[config.mk]
export PLATFORM = sky130hd
export DESIGN_NAME = console_uart_tx
export DESIGN_NICKNAME = d
export VERILOG_FILES = /design/src/rtl/console_uart_tx.sv
export SDC_FILE = /design/constraint.sdc
export NUM_CORES = 1
export LEC_CHECK = 0
export BUFFER_PORTS_ARGS = -buffer_cell sky130_fd_sc_hd__buf_2
export CAP_MARGIN = 25
export CELL_PAD_IN_SITES_DETAIL_PLACEMENT = 1
export CELL_PAD_IN_SITES_GLOBAL_PLACEMENT = 2
export CORE_ASPECT_RATIO = 1.1
export CORE_UTILIZATION = 45
export CTS_BUF_LIST = sky130_fd_sc_hd__clkbuf_4
export CTS_CLUSTER_DIAMETER = 50
export DETAILED_ROUTE_END_ITERATION = 8
export MAX_ROUTING_LAYER = met4
export PLACE_DENSITY_LB_ADDON = 0.1
export SLEW_MARGIN = 20
export SYNTH_ARGS = -nofsm -noshare
export SYNTH_HDL_FRONTEND = slang
export SYNTH_SLANG_ARGS = --single-unit
[constraint.sdc]
create_clock -name clk -period 9.3 [get_ports clk]
set_clock_uncertainty 0.2 [all_clocks]
set_input_delay 0 -clock clk [delete_from_list [all_inputs] [get_ports clk]]
set_output_delay 0 -clock clk [all_outputs]
set_load 0.03 [all_outputs]
[src/rtl/console_uart_tx.sv]
`default_nettype none
// ============================================================================
// Module      : console_uart_tx
// Description : Memory-mapped console UART transmitter (8N1) with TX FIFO.
// Revision    : 1.0 - initial release
// ============================================================================
module console_uart_tx #(
    parameter logic [31:0] BASE_ADDR  = 32'h1000_0000,
    parameter int          CLK_DIV    = 16,
    parameter int          FIFO_DEPTH = 16
) (
    input  logic        clk,
    input  logic        resetn,
    input  logic        mem_valid,
    input  logic [31:0] mem_addr,
    input  logic [31:0] mem_wdata,
    input  logic [3:0]  mem_wstrb,
    output logic        mem_ready,
    output logic [31:0] mem_rdata,
    output logic        tx,
    output logic        busy
);

    localparam int               PTR_W    = $clog2(FIFO_DEPTH);
    localparam int               CNT_W    = PTR_W + 1;
    localparam logic [15:0]      DIV_LAST = 16'(CLK_DIV - 1);
    localparam logic [CNT_W-1:0] CNT_FULL = CNT_W'(FIFO_DEPTH);

    typedef enum logic [1:0] {
        S_IDLE  = 2'd0,
        S_START = 2'd1,
        S_DATA  = 2'd2,
        S_STOP  = 2'd3
    } state_t;

    logic [7:0]       fifo_q [FIFO_DEPTH];
    logic [PTR_W-1:0] wr_ptr_q;
    logic [PTR_W-1:0] rd_ptr_q;
    logic [CNT_W-1:0] count_q;
    logic [CNT_W-1:0] count_d;
    state_t           state_q;
    state_t           state_d;
    logic [15:0]      div_q;
    logic [15:0]      div_d;
    logic [2:0]       bit_q;
    logic [2:0]       bit_d;
    logic [7:0]       shift_q;
    logic [7:0]       shift_d;
    logic             tx_q;
    logic             tx_d;
    logic             ready_q;
    logic [31:0]      rdata_q;
    logic [31:0]      rdata_d;

    logic             hit;
    logic             is_write;
    logic             push_req;
    logic             accept;
    logic             push;
    logic             pop;
    logic             div_wrap;
    logic [8:0]       count_ext;
    logic             unused_wdata;

    assign hit          = mem_valid && (mem_addr[31:3] == BASE_ADDR[31:3]);
    assign is_write     = |mem_wstrb;
    assign push_req     = is_write && mem_wstrb[0] && (mem_addr[2:0] == 3'd0);
    // A full FIFO still accepts a push in the same cycle the FSM pops a byte.
    assign accept       = hit && !ready_q && (!push_req || (count_q != CNT_FULL) || pop);
    assign push         = accept && push_req;
    assign busy         = (state_q != S_IDLE) || (count_q != '0);
    assign count_ext    = 9'(count_q);
    assign div_wrap     = (div_q == DIV_LAST);
    assign count_d      = count_q + CNT_W'(push) - CNT_W'(pop);
    assign unused_wdata = ^mem_wdata[31:8];

    assign tx        = tx_q;
    assign mem_ready = ready_q;
    assign mem_rdata = rdata_q;

    always_comb begin
        rdata_d = '0;
        if (accept && !is_write && (mem_addr[2:0] == 3'd4)) begin
            rdata_d = {23'b0, busy, count_ext[7:0]};
        end
    end

    always_comb begin
        state_d = state_q;
        div_d   = div_q;
        bit_d   = bit_q;
        shift_d = shift_q;
        pop     = 1'b0;
        case (state_q)
            S_IDLE: begin
                if (count_q != '0) begin
                    pop     = 1'b1;
                    shift_d = fifo_q[rd_ptr_q];
                    div_d   = '0;
                    state_d = S_START;
                end
            end
            S_START: begin
                if (div_wrap) begin
                    div_d   = '0;
                    bit_d   = '0;
                    state_d = S_DATA;
                end else begin
                    div_d = div_q + 16'd1;
                end
            end
            S_DATA: begin
                if (div_wrap) begin
                    div_d   = '0;
                    shift_d = {1'b0, shift_q[7:1]};
                    if (bit_q == 3'd7) begin
                        state_d = S_STOP;
                    end else begin
                        bit_d = bit_q + 3'd1;
                    end
                end else begin
                    div_d = div_q + 16'd1;
                end
            end
            S_STOP: begin
                if (div_wrap) begin
                    div_d = '0;
                    // Chain straight into the next start bit when data is waiting.
                    if (count_q != '0) begin
                        pop     = 1'b1;
                        shift_d = fifo_q[rd_ptr_q];
                        state_d = S_START;
                    end else begin
                        state_d = S_IDLE;
                    end
                end else begin
                    div_d = div_q + 16'd1;
                end
            end
            default: state_d = S_IDLE;
        endcase
    end

    // Line driver is registered from the current state, so the wire lags the FSM by one cycle.
    always_comb begin
        tx_d = 1'b1;
        case (state_q)
            S_START: tx_d = 1'b0;
            S_DATA:  tx_d = shift_q[0];
            default: tx_d = 1'b1;
        endcase
    end

    always_ff @(posedge clk) begin
        if (!resetn) begin
            state_q  <= S_IDLE;
            div_q    <= '0;
            bit_q    <= '0;
            shift_q  <= '0;
            tx_q     <= 1'b1;
            ready_q  <= 1'b0;
            rdata_q  <= '0;
            count_q  <= '0;
            wr_ptr_q <= '0;
            rd_ptr_q <= '0;
        end else begin
            state_q <= state_d;
            div_q   <= div_d;
            bit_q   <= bit_d;
            shift_q <= shift_d;
            tx_q    <= tx_d;
            ready_q <= accept;
            rdata_q <= rdata_d;
            count_q <= count_d;
            if (push) begin
                wr_ptr_q <= wr_ptr_q + PTR_W'(1);
            end
            if (pop) begin
                rd_ptr_q <= rd_ptr_q + PTR_W'(1);
            end
        end
    end

    always_ff @(posedge clk) begin
        if (push) begin
            fifo_q[wr_ptr_q] <= mem_wdata[7:0];
        end
    end

endmodule
`default_nettype wire

==> reports/qor.yml, run 1 <==
outcome:
  status: "finished clean"
setup_path:
  rr_worst_depth: 14
  critPathRequiredTime_ns: 9.61
  timing.rr.start: "div_q[0]$_SDFFE_PN0N_"
  arrival_ns: 4.56
  r2r_end: "count_q[4]$_SDFF_PN0_"
  start_kind: "input port"
  worst-r2r-setup-slack_ns: 5.15
  slowest_delay_ns: 0.58
  crit_type: "in2reg"
  crit_path_frequent_cell: "dlygate4sd3_1"
  crit_chain: "dlygate4sd3_1, buf_2, nor4_1, dlygate4sd3_1, nand4_1, dlygate4sd3_1, nor2_1, and3_1, inv_1, ha_1, inv_1, ha_1, fa_1, a21oi_1, nor2_1, or3_1, a21oi_1"
  worstPathMaxFanout: 19
  worst_path_max_delay_cell: "dlygate4sd3_1"
  crit_path_end_kind: "flop"
power:
  internal_power_w: 0.00129
  combPwrFrac_pct: 30.2
  clkPwrFrac_pct: 22.2
  switching_share_pct: 35.5
  switchingPower_w: 0.000712
  powerDensity_nw_per_um2: 228
  p_leak_nw: 3.10
  pwr-share-seq_pct: 47.6
  irDropWorstVdd_mv: 0.0915
clock_tree:
  clock_latency_ns: 0.58
  cts_buffers: 17
  hold_buffers: 25
  cts_sinks: 182
  tritoncts: "done"
  cts_resized: 0
  clkTransAtPathRegs_ns: 0.16
  cts_root_buf: "clkbuf_4"
  clockBufferDepth: 2
  cts.htree.levels: 4
  cts_setup_buffers: 0
run:
  drv_cap: 0
route:
  wire_per_inst_um: 20.1
  route.detailed.drc: 0
  vias_per_cell: 5.50
  dr_total_vias: 4866
  final_antenna_net_count: 0
  firstDrtPassIters: 4
  drt_iter0_markers: 207
  wirelength_um: 17800
floorplanning:
  die_h_um: 141
  rows: 50
  pin_count: 106
  core_area_um2: 17100
  die_area_um2: 18000
  start_util_pct: 46.1
  die_width_um: 128
logic_synthesis:
  synth.area.top_cells: "edfxtp_1 (49%), dfxtp_1 (14%), mux4_2 (9.2%)"
  syn_area_um2: 7870
  async_flop_share_pct: 0
  yosys_most_used_dff: "edfxtp_1"
  postSynthCellCount: 561
  syn_avg_cell_area_um2: 14.0
  ys_seq_area_share_pct: 62.5
  synth_top_area_share_pct: 48.8
  synth_area_leader_cell: "edfxtp_1"
  ys_ff_latch: 182
  synth.distinct_cells: 53
  yosysWarnings: 0
  synth_enable_flop_cells: 128
layout:
  final_common_cell: "edfxtp_1"
  drive_above_1_share_pct: 20.0
  mostFrequentLayoutCells: "edfxtp_1 (128), buf_2 (55), dfxtp_1 (52), a21oi_1 (39), mux4_2 (32)"
  final_nets: 728
  syn_to_final_growth_pct: 11.7
  design_area_um2: 8800
sta:
  finalMaxSlewViolations: 0
  max_clock_freq_ghz: 0.236
  setup_viol: 0
  post-route-period-util_pct: 45.6
  setup_tns_ns: 0
  rsz0062_at_grt: "no"
  fin_crit_ns: 4.25
  worst_slew_pin_slew_ns: 0.819
  relSlewSlack_pct: 45.4
  hold_viol_final: 0
global_route:
  antenna_found_initial: 1
  grt_remaining_overflow: 0
  grt_pass1_wl_um: 28300
  groute.usage.overall_pct: 21.9
  grt_max_degree: 33
  grt_pass1_vias: 5392
worst_hold_path:
  whs_path_depth: 6
  min_to: "wr_ptr_q[0]$_SDFFE_PN0P_"
  hold_path.class: "in2reg"
  min_from: "mem_addr[12]"
place:
  finalWeightedCongestion: 0.768
  hpwl_um: 11800
  post_dp_cell_area_um2: 8230
  numPortBuffers: 55
## how the worst max path moves through the flow
| stage | start | slack [ns] | end | cells after the start |
|---|---|---|---|---|
| floorplan | div_q[0]$_SDFFE_PN0N_ | 5.82 | count_q[4]$_SDFF_PN0_ | 17 |
| global placement | div_q[0]$_SDFFE_PN0N_ | 5.29 | count_q[4]$_SDFF_PN0_ | 14 |
| detailed placement | div_q[0]$_SDFFE_PN0N_ | 5.18 | count_q[4]$_SDFF_PN0_ | 14 |
| CTS | mem_addr[23] | 5.07 | count_q[4]$_SDFF_PN0_ | 17 |
| global route | mem_addr[23] | 4.81 | count_q[4]$_SDFF_PN0_ | 17 |
| finish | mem_addr[23] | 5.05 | count_q[4]$_SDFF_PN0_ | 17 |
## area by class of cell
cell class	count	area (µm²)
Antenna cell	1	2.50
Clock buffer	17	128
Clock inverter	15	181
Fill cell	1732	8280
Inverter	17	63.8
Multi-Input combinational cell	336	2660
Sequential cell	182	4930
Tap cell	234	293
Timing Repair Buffer	83	548
## logic make-up after synthesis
group | after synthesis | synth area share [%]
compound gates | 102 | 8.36
xor+xnor | 3 | 0.334
fa+ha+maj | 20 | 3.27
buf+inv | 68 | 4.93
flops | 182 | 62.5
mux | 42 | 10.4
other cells | 1 | 0.0476
simple gates | 143 | 10.1
## sequential cells by signal (all words and copies together) (netlist names), named ones only
register   cells
bit_q          3
count_q        5
div_q         16
fifo_q       128
mem_rdata      6
mem_ready      1
rd_ptr_q       4
shift_q        8
state_q        2
tx             1
wr_ptr_q       4
## power by group through the flow
stage               Combinational, W  Sequential [W]  Clock [W]
global route                0.000680        0.000962   0.000481
finish                      0.000606        0.000954   0.000444
floorplan                   0.000496        0.000946          0
global placement            0.000583        0.000973          0
CTS                         0.000613        0.000956   0.000457
detailed placement          0.000606        0.000973          0
## worst max-delay path, delay by kind of cell
family / cells / cell delay (ns)
buffers and inverters: 6 / 1.95
AND/OR/NAND/NOR: 6 / 1.39
adder cells (fa/ha/maj): 3 / 0.90
AO/OA/AOI/OAI: 2 / 0.31
## cells in the mapped netlist (2+ instances only)
master and count:
inv_1 16, a41o_1 2, nand4b_1 2, nand4_1 8, o211a_1 3, a21oi_1 39
a31oi_1 5, mux4_2 32, nand3b_1 3, xnor2_1 2, nor2b_1 5, or3_1 5
a22oi_1 16, a211oi_1 2, o31ai_1 3, edfxtp_1 128, o21ai_0 17, nand2b_1 2
nor4_1 12, o221a_2 2, nor4b_1 3, nor3_1 7, dfxtp_1 54, and4_1 2
nand2_1 21, buf_6 3, mux2i_1 10, ha_1 19, nor2_1 27, clkbuf_1 14
a21o_1 2, and2_1 10, or4_1 2, buf_4 27, a311oi_1 5, buf_2 7
and3_1 19, nand3_1 10
## per-stage QoR
| stage | hold WS, ns | instances | setup slack (ns) | total power, W | utilization, % |
|---|---|---|---|---|---|
| 3_5_place_dp | 0.194 | 826 | 5.18 | 0.00158 | 48.2 |
| 3_3_place_gp | 0.173 | 826 | 5.29 | 0.00156 | 48.2 |
| 2_1_floorplan | -0.101 | 586 | 5.82 | 0.00144 | - |
| 4_1_cts | 0.0595 | 883 | 5.07 | 0.00203 | 51.5 |
| 6_report | 0.116 | 885 | 5.05 | 0.00201 | 51.5 |
| 5_1_grt | 0.0946 | 885 | 4.81 | 0.00212 | 51.5 |
## per-layer routing
metal	vias to the layer above	part of all wire [%]	track usage (%)
met3	19	3.5	4.17
met2	106	55	40.6
li1	2287	-	-
met5	-	0	-
met4	0	1.6	6.75
met1	2454	40	23.5
Power figures use the tool's default switching activity.
==> inputs of run 2 (changes only) <==
--- a/config.mk
+++ b/config.mk
@@ -10,7 +10,7 @@
 export CELL_PAD_IN_SITES_DETAIL_PLACEMENT = 1
 export CELL_PAD_IN_SITES_GLOBAL_PLACEMENT = 2
 export CORE_ASPECT_RATIO = 1.1
-export CORE_UTILIZATION = 45
+export CORE_UTILIZATION = 42
 export CTS_BUF_LIST = sky130_fd_sc_hd__clkbuf_4
 export CTS_CLUSTER_DIAMETER = 50
 export DETAILED_ROUTE_END_ITERATION = 8
==> constraint.sdc (replaced) <==
create_clock -name clk -period 3.95 [get_ports clk]
set_clock_uncertainty 0.2 [all_clocks]
set_input_delay 0 -clock clk [delete_from_list [all_inputs] [get_ports clk]]
set_output_delay 0 -clock clk [all_outputs]
set_load 0.03 [all_outputs]
==> reports/qor.yml, run 2 (synthesized netlist as in run 1, its figures left out) <==
sta:
  rsz0062_at_grt: "no"
  setup_tns_ns: 0
  max_clock_freq_ghz: 0.281
  setup_viol: 0
  worst_slew_pin_slew_ns: 0.904
  fin_crit_ns: 3.56
  post-route-period-util_pct: 90.1
  finalMaxSlewViolations: 0
  hold_viol_final: 0
  relSlewSlack_pct: 39.8
route:
  firstDrtPassIters: 4
  wirelength_um: 18200
  route.detailed.drc: 0
  dr_total_vias: 4939
  final_antenna_net_count: 0
  drt_iter0_markers: 170
  wire_per_inst_um: 20.4
  vias_per_cell: 5.52
layout:
  syn_to_final_growth_pct: 11.7
  final_common_cell: "edfxtp_1"
  design_area_um2: 8800
  fin_cells: 895
  drive_above_1_share_pct: 21.0
  largest_reg_flops: 128
  top_regs: "fifo_q x128, div_q x16, shift_q x8"
  regMostFlops: "fifo_q"
  final_nets: 729
  mostFrequentLayoutCells: "edfxtp_1 (128), buf_2 (55), dfxtp_1 (52), a21oi_1 (39), mux4_2 (32)"
setup_path:
  start_kind: "flop"
  worst-r2r-setup-slack_ns: 0.39
  crit_type: "reg2reg"
  crit_path_end_kind: "flop"
  critPathRequiredTime_ns: 4.24
  worstPathMaxFanout: 5
  arrival_ns: 3.85
place:
  hpwl_um: 12100
  post_dp_cell_area_um2: 8260
  dpl.cell_count: 838
  numPortBuffers: 55
  finalWeightedCongestion: 0.784
power:
  p_leak_nw: 3.10
  irDropWorstVdd_mv: 0.204
  powerDensity_nw_per_um2: 539
clock_tree:
  clockBufferDepth: 2
  cts_root_buf: "clkbuf_4"
  tritoncts: "done"
  clkTransAtPathRegs_ns: 0.17
  clock_latency_ns: 0.57
  cts_sinks: 182
  cts.htree.levels: 4
  cts_buffers: 17
  cts_setup_buffers: 0
global_route:
  groute.usage.overall_pct: 20.6
  grt_max_degree: 31
  antenna_found_initial: 1
  grt_pass1_vias: 5186
  grt_remaining_overflow: 0
  grt_pass1_wl_um: 28700
worst_hold_path:
  hold_path.class: "in2reg"
run:
  drv_cap: 0
outcome:
  status: "finished clean"
floorplanning:
  die_h_um: 146
  die_area_um2: 19300
  core_area_um2: 18300
  die_width_um: 133
  start_util_pct: 42.9
  pin_count: 106
  rows: 52
run 2: cell types whose count changed in the layout (fill, tap and decap cells not counted), sizes merged:
cell         delta
clkinv          -7
inv             +5
clkbuf          +1
buf             +3
dlygate4sd3     -2
clkinvlp        +1
run 2: final timing paths:
check / start / end / depth (start not counted)
worst max register to register: state_q[0]$_SDFFE_PN0P_ / count_q[4]$_SDFF_PN0_ / 15
worst min-delay path: mem_addr[12] / wr_ptr_q[1]$_SDFFE_PN0P_ / 7
worst min register to register: rd_ptr_q[3]$_SDFFE_PN0N_ / rd_ptr_q[3]$_SDFFE_PN0N_ / 2
worst max-delay path: state_q[0]$_SDFFE_PN0P_ / count_q[4]$_SDFF_PN0_ / 15
run 2: critical path, cell delays in order, from the launching register on:
cell and delay (ns):
dfxtp_1 0.38, inv_1 0.14, ha_1 0.30, inv_1 0.13, o21ai_0 0.33, a31o_2 0.21, and3_1 0.17, inv_1 0.05
ha_1 0.26, inv_1 0.04, ha_1 0.20, fa_2 0.36, a21oi_1 0.15, nor2_1 0.07, or3_1 0.35, a21oi_1 0.15
run 2: cell type report:
cell class / instances / area [µm²]
flip-flops and latches: 182 / 4930
clock inverters: 14 / 149
fillers: 1919 / 9550
multi-input cells: 336 / 2670
well taps: 243 / 304
inverters: 17 / 63.8
diodes: 1 / 2.50
clock buffers: 18 / 135
repair buffers: 84 / 551
run 2: timing repair:
item | CTS | global route
endpoints found under the setup margin | 0 | 1
hold buffers | 24 | 0
resized for setup | 0 | 3
hold endpoints to repair | 170 | 0
run 2: per-layer routing:
layer | global-route usage [%] | wire (µm)
met5 | - | 0
met2 | 36.6 | 9840
met3 | 3.41 | 590
met4 | 6.15 | 280
met1 | 23.8 | 7530
run 2: per-stage QoR:
| step | util (%) | hold WS [ns] | setup WS (ns) | power, W |
|---|---|---|---|---|
| finish | 48.0 | 0.0503 | 0.389 | 0.00475 |
| global route | 48.0 | 0.0732 | 0.225 | 0.00504 |
| CTS | 47.9 | 0.0250 | 0.0580 | 0.00479 |
| detailed placement | 45.0 | 0.202 | 0.388 | 0.00375 |
| global placement | 45.0 | 0.179 | 0.518 | 0.00369 |
| floorplan | - | -0.101 | 0.465 | 0.00340 |
run 2: where the power goes:
part           leakage, nW  switching (W)  internal (W)
clock network        0.154       0.000730      0.000303
logic                 1.36       0.000809      0.000625
registers             1.59       0.000146       0.00213
==> inputs of run 3 (changes only) <==
--- a/config.mk
+++ b/config.mk
@@ -15,7 +15,7 @@
 export CTS_CLUSTER_DIAMETER = 50
 export DETAILED_ROUTE_END_ITERATION = 8
 export MAX_ROUTING_LAYER = met4
-export PLACE_DENSITY_LB_ADDON = 0.1
+export PLACE_DENSITY = 0.81
 export SLEW_MARGIN = 20
 export SYNTH_ARGS = -nofsm -noshare
 export SYNTH_HDL_FRONTEND = slang
==> reports/qor.yml, run 3 (synthesized netlist as in run 1, its figures left out) <==
route:
  wire_per_inst_um: 20.0
  firstDrtPassIters: 6
  drt_iter0_markers: 249
  wirelength_um: 17900
  dr_total_vias: 4951
  final_antenna_net_count: 0
  route.detailed.drc: 1
  vias_per_cell: 5.54
worst_hold_path:
  min_from: "mem_addr[29]"
  hold_path.class: "in2reg"
layout:
  antennaDiodeCount: 0
  syn_to_final_growth_pct: 11.7
  fin_cells: 894
  largest_reg_flops: 128
  design_area_um2: 8790
  top_regs: "fifo_q x128, div_q x16, shift_q x8"
  regMostFlops: "fifo_q"
  final_common_cell: "edfxtp_1"
  final_nets: 730
  drive_above_1_share_pct: 20.4
  mostFrequentLayoutCells: "edfxtp_1 (128), buf_2 (55), dfxtp_1 (52), a21oi_1 (39), mux4_2 (32)"
power:
  combPwrFrac_pct: 30.5
  irDropWorstVdd_mv: 0.277
  powerDensity_nw_per_um2: 534
  pwr-share-seq_pct: 47.9
  switching_share_pct: 34.3
  switchingPower_w: 0.00161
  p_leak_nw: 3.10
  totalPowerFinal_w: 0.00470
  clkPwrFrac_pct: 21.7
  internal_power_w: 0.00309
setup_path:
  crit_chain: "ha_1, and4b_1, and4_1, a31o_2, and3_1, inv_1, ha_1, inv_1, ha_1, fa_1, a21oi_1, nor2_1, or3_1, a21oi_1"
  startpoint: "div_q[0]$_SDFFE_PN0N_"
  worstPathMaxFanout: 6
  arrival_ns: 3.89
  start_kind: "flop"
  crit_type: "reg2reg"
  crit_path_end_kind: "flop"
  timing.rr.start: "div_q[0]$_SDFFE_PN0N_"
  worst_path_max_delay_cell: "dfxtp_1"
  crit_path_frequent_cell: "ha_1"
  critPathRequiredTime_ns: 4.26
  slowest_delay_ns: 0.43
global_route:
  grt_pass1_vias: 5215
  grt_max_degree: 33
  antenna_found_initial: 0
  grt_pass1_wl_um: 28400
  grt_remaining_overflow: 0
  groute.usage.overall_pct: 20.1
sta:
  fin_crit_ns: 3.58
  setup_viol: 0
  max_clock_freq_ghz: 0.280
  relSlewSlack_pct: 41.7
  post-route-period-util_pct: 90.5
  hold_viol_final: 0
  worst_slew_pin_slew_ns: 0.875
  setup_tns_ns: 0
  rsz0062_at_grt: "no"
  finalMaxSlewViolations: 0
place:
  dpl.cell_count: 838
  finalWeightedCongestion: 0.792
  post_dp_cell_area_um2: 8260
  numPortBuffers: 55
  hpwl_um: 11800
clock_tree:
  tritoncts: "done"
  clkTransAtPathRegs_ns: 0.15
  cts_root_buf: "clkbuf_4"
  clock_latency_ns: 0.58
  cts_buffers: 17
  cts.htree.levels: 4
  cts_sinks: 182
  clockBufferDepth: 2
floorplanning:
  die_h_um: 146
  die_area_um2: 19300
  die_width_um: 133
  start_util_pct: 42.9
  pin_count: 106
  rows: 52
  core_area_um2: 18300
outcome:
  status: "finished with violations"
  violations: "DRC"
run:
  drv_cap: 0
run 3: path summary, 6_finish.rpt:
check                                  end  slack (ns)  cells past startpoint
setup / recovery     count_q[4]$_SDFF_PN0_        0.37                     14
hold / removal    wr_ptr_q[1]$_SDFFE_PN0P_        0.08                      7
setup reg to reg     count_q[4]$_SDFF_PN0_        0.37                     14
hold reg to reg                       flop        0.31                      2
run 3: critical path: cells and delay by family (launching register included):
family / cells / cell delay (ns)
DFF: 1 / 0.43
AOI/OAI and AO/OA: 3 / 0.55
buffers and inverters: 2 / 0.09
and+or+nand+nor: 5 / 1.12
adders and majority gates: 4 / 1.13
run 3: final cells by class:
cell class	instances	area (µm²)
Clock buffer	18	135
Clock inverter	13	139
Fill cell	1897	9550
Inverter	17	63.8
Sequential cell	182	4930
Timing Repair Buffer	85	563
Tap cell	243	304
Multi-Input combinational cell	336	2660
run 3: what timing repair did:
action	in CTS	in global routing
endpoints found under the hold margin	160	0
buffers inserted	0	0
endpoints found under the setup margin	0	1
hold buffers	26	0
gates resized for setup	0	2
run 3: power by group through the flow:
stage	Sequential, W	Combinational [W]	Clock [W]
after global placement	0.00228	0.00138	0
after floorplan	0.00223	0.00117	0
after global routing	0.00226	0.00161	0.00111
final	0.00225	0.00143	0.00102
after CTS	0.00225	0.00145	0.00105
after detailed placement	0.00229	0.00143	0
run 3: through the flow:
stage | worst slack [ns] | hold slack [ns] | utilization (%)
floorplan | 0.465 | -0.101 | -
global placement | 0.464 | 0.175 | 45.0
detailed placement | 0.369 | 0.200 | 45.0
CTS | 0.0698 | 0.0220 | 47.9
global route | 0.143 | 0.104 | 47.9
finish | 0.374 | 0.0816 | 47.9
run 3: metal layers:
metal  share of wire, %  track usage (%)  wire (µm)
met5                  0                -          0
met4                1.5             6.72        269
met3                4.7             3.55        843
met2                 53             35.9       9510
met1                 41             22.6       7240
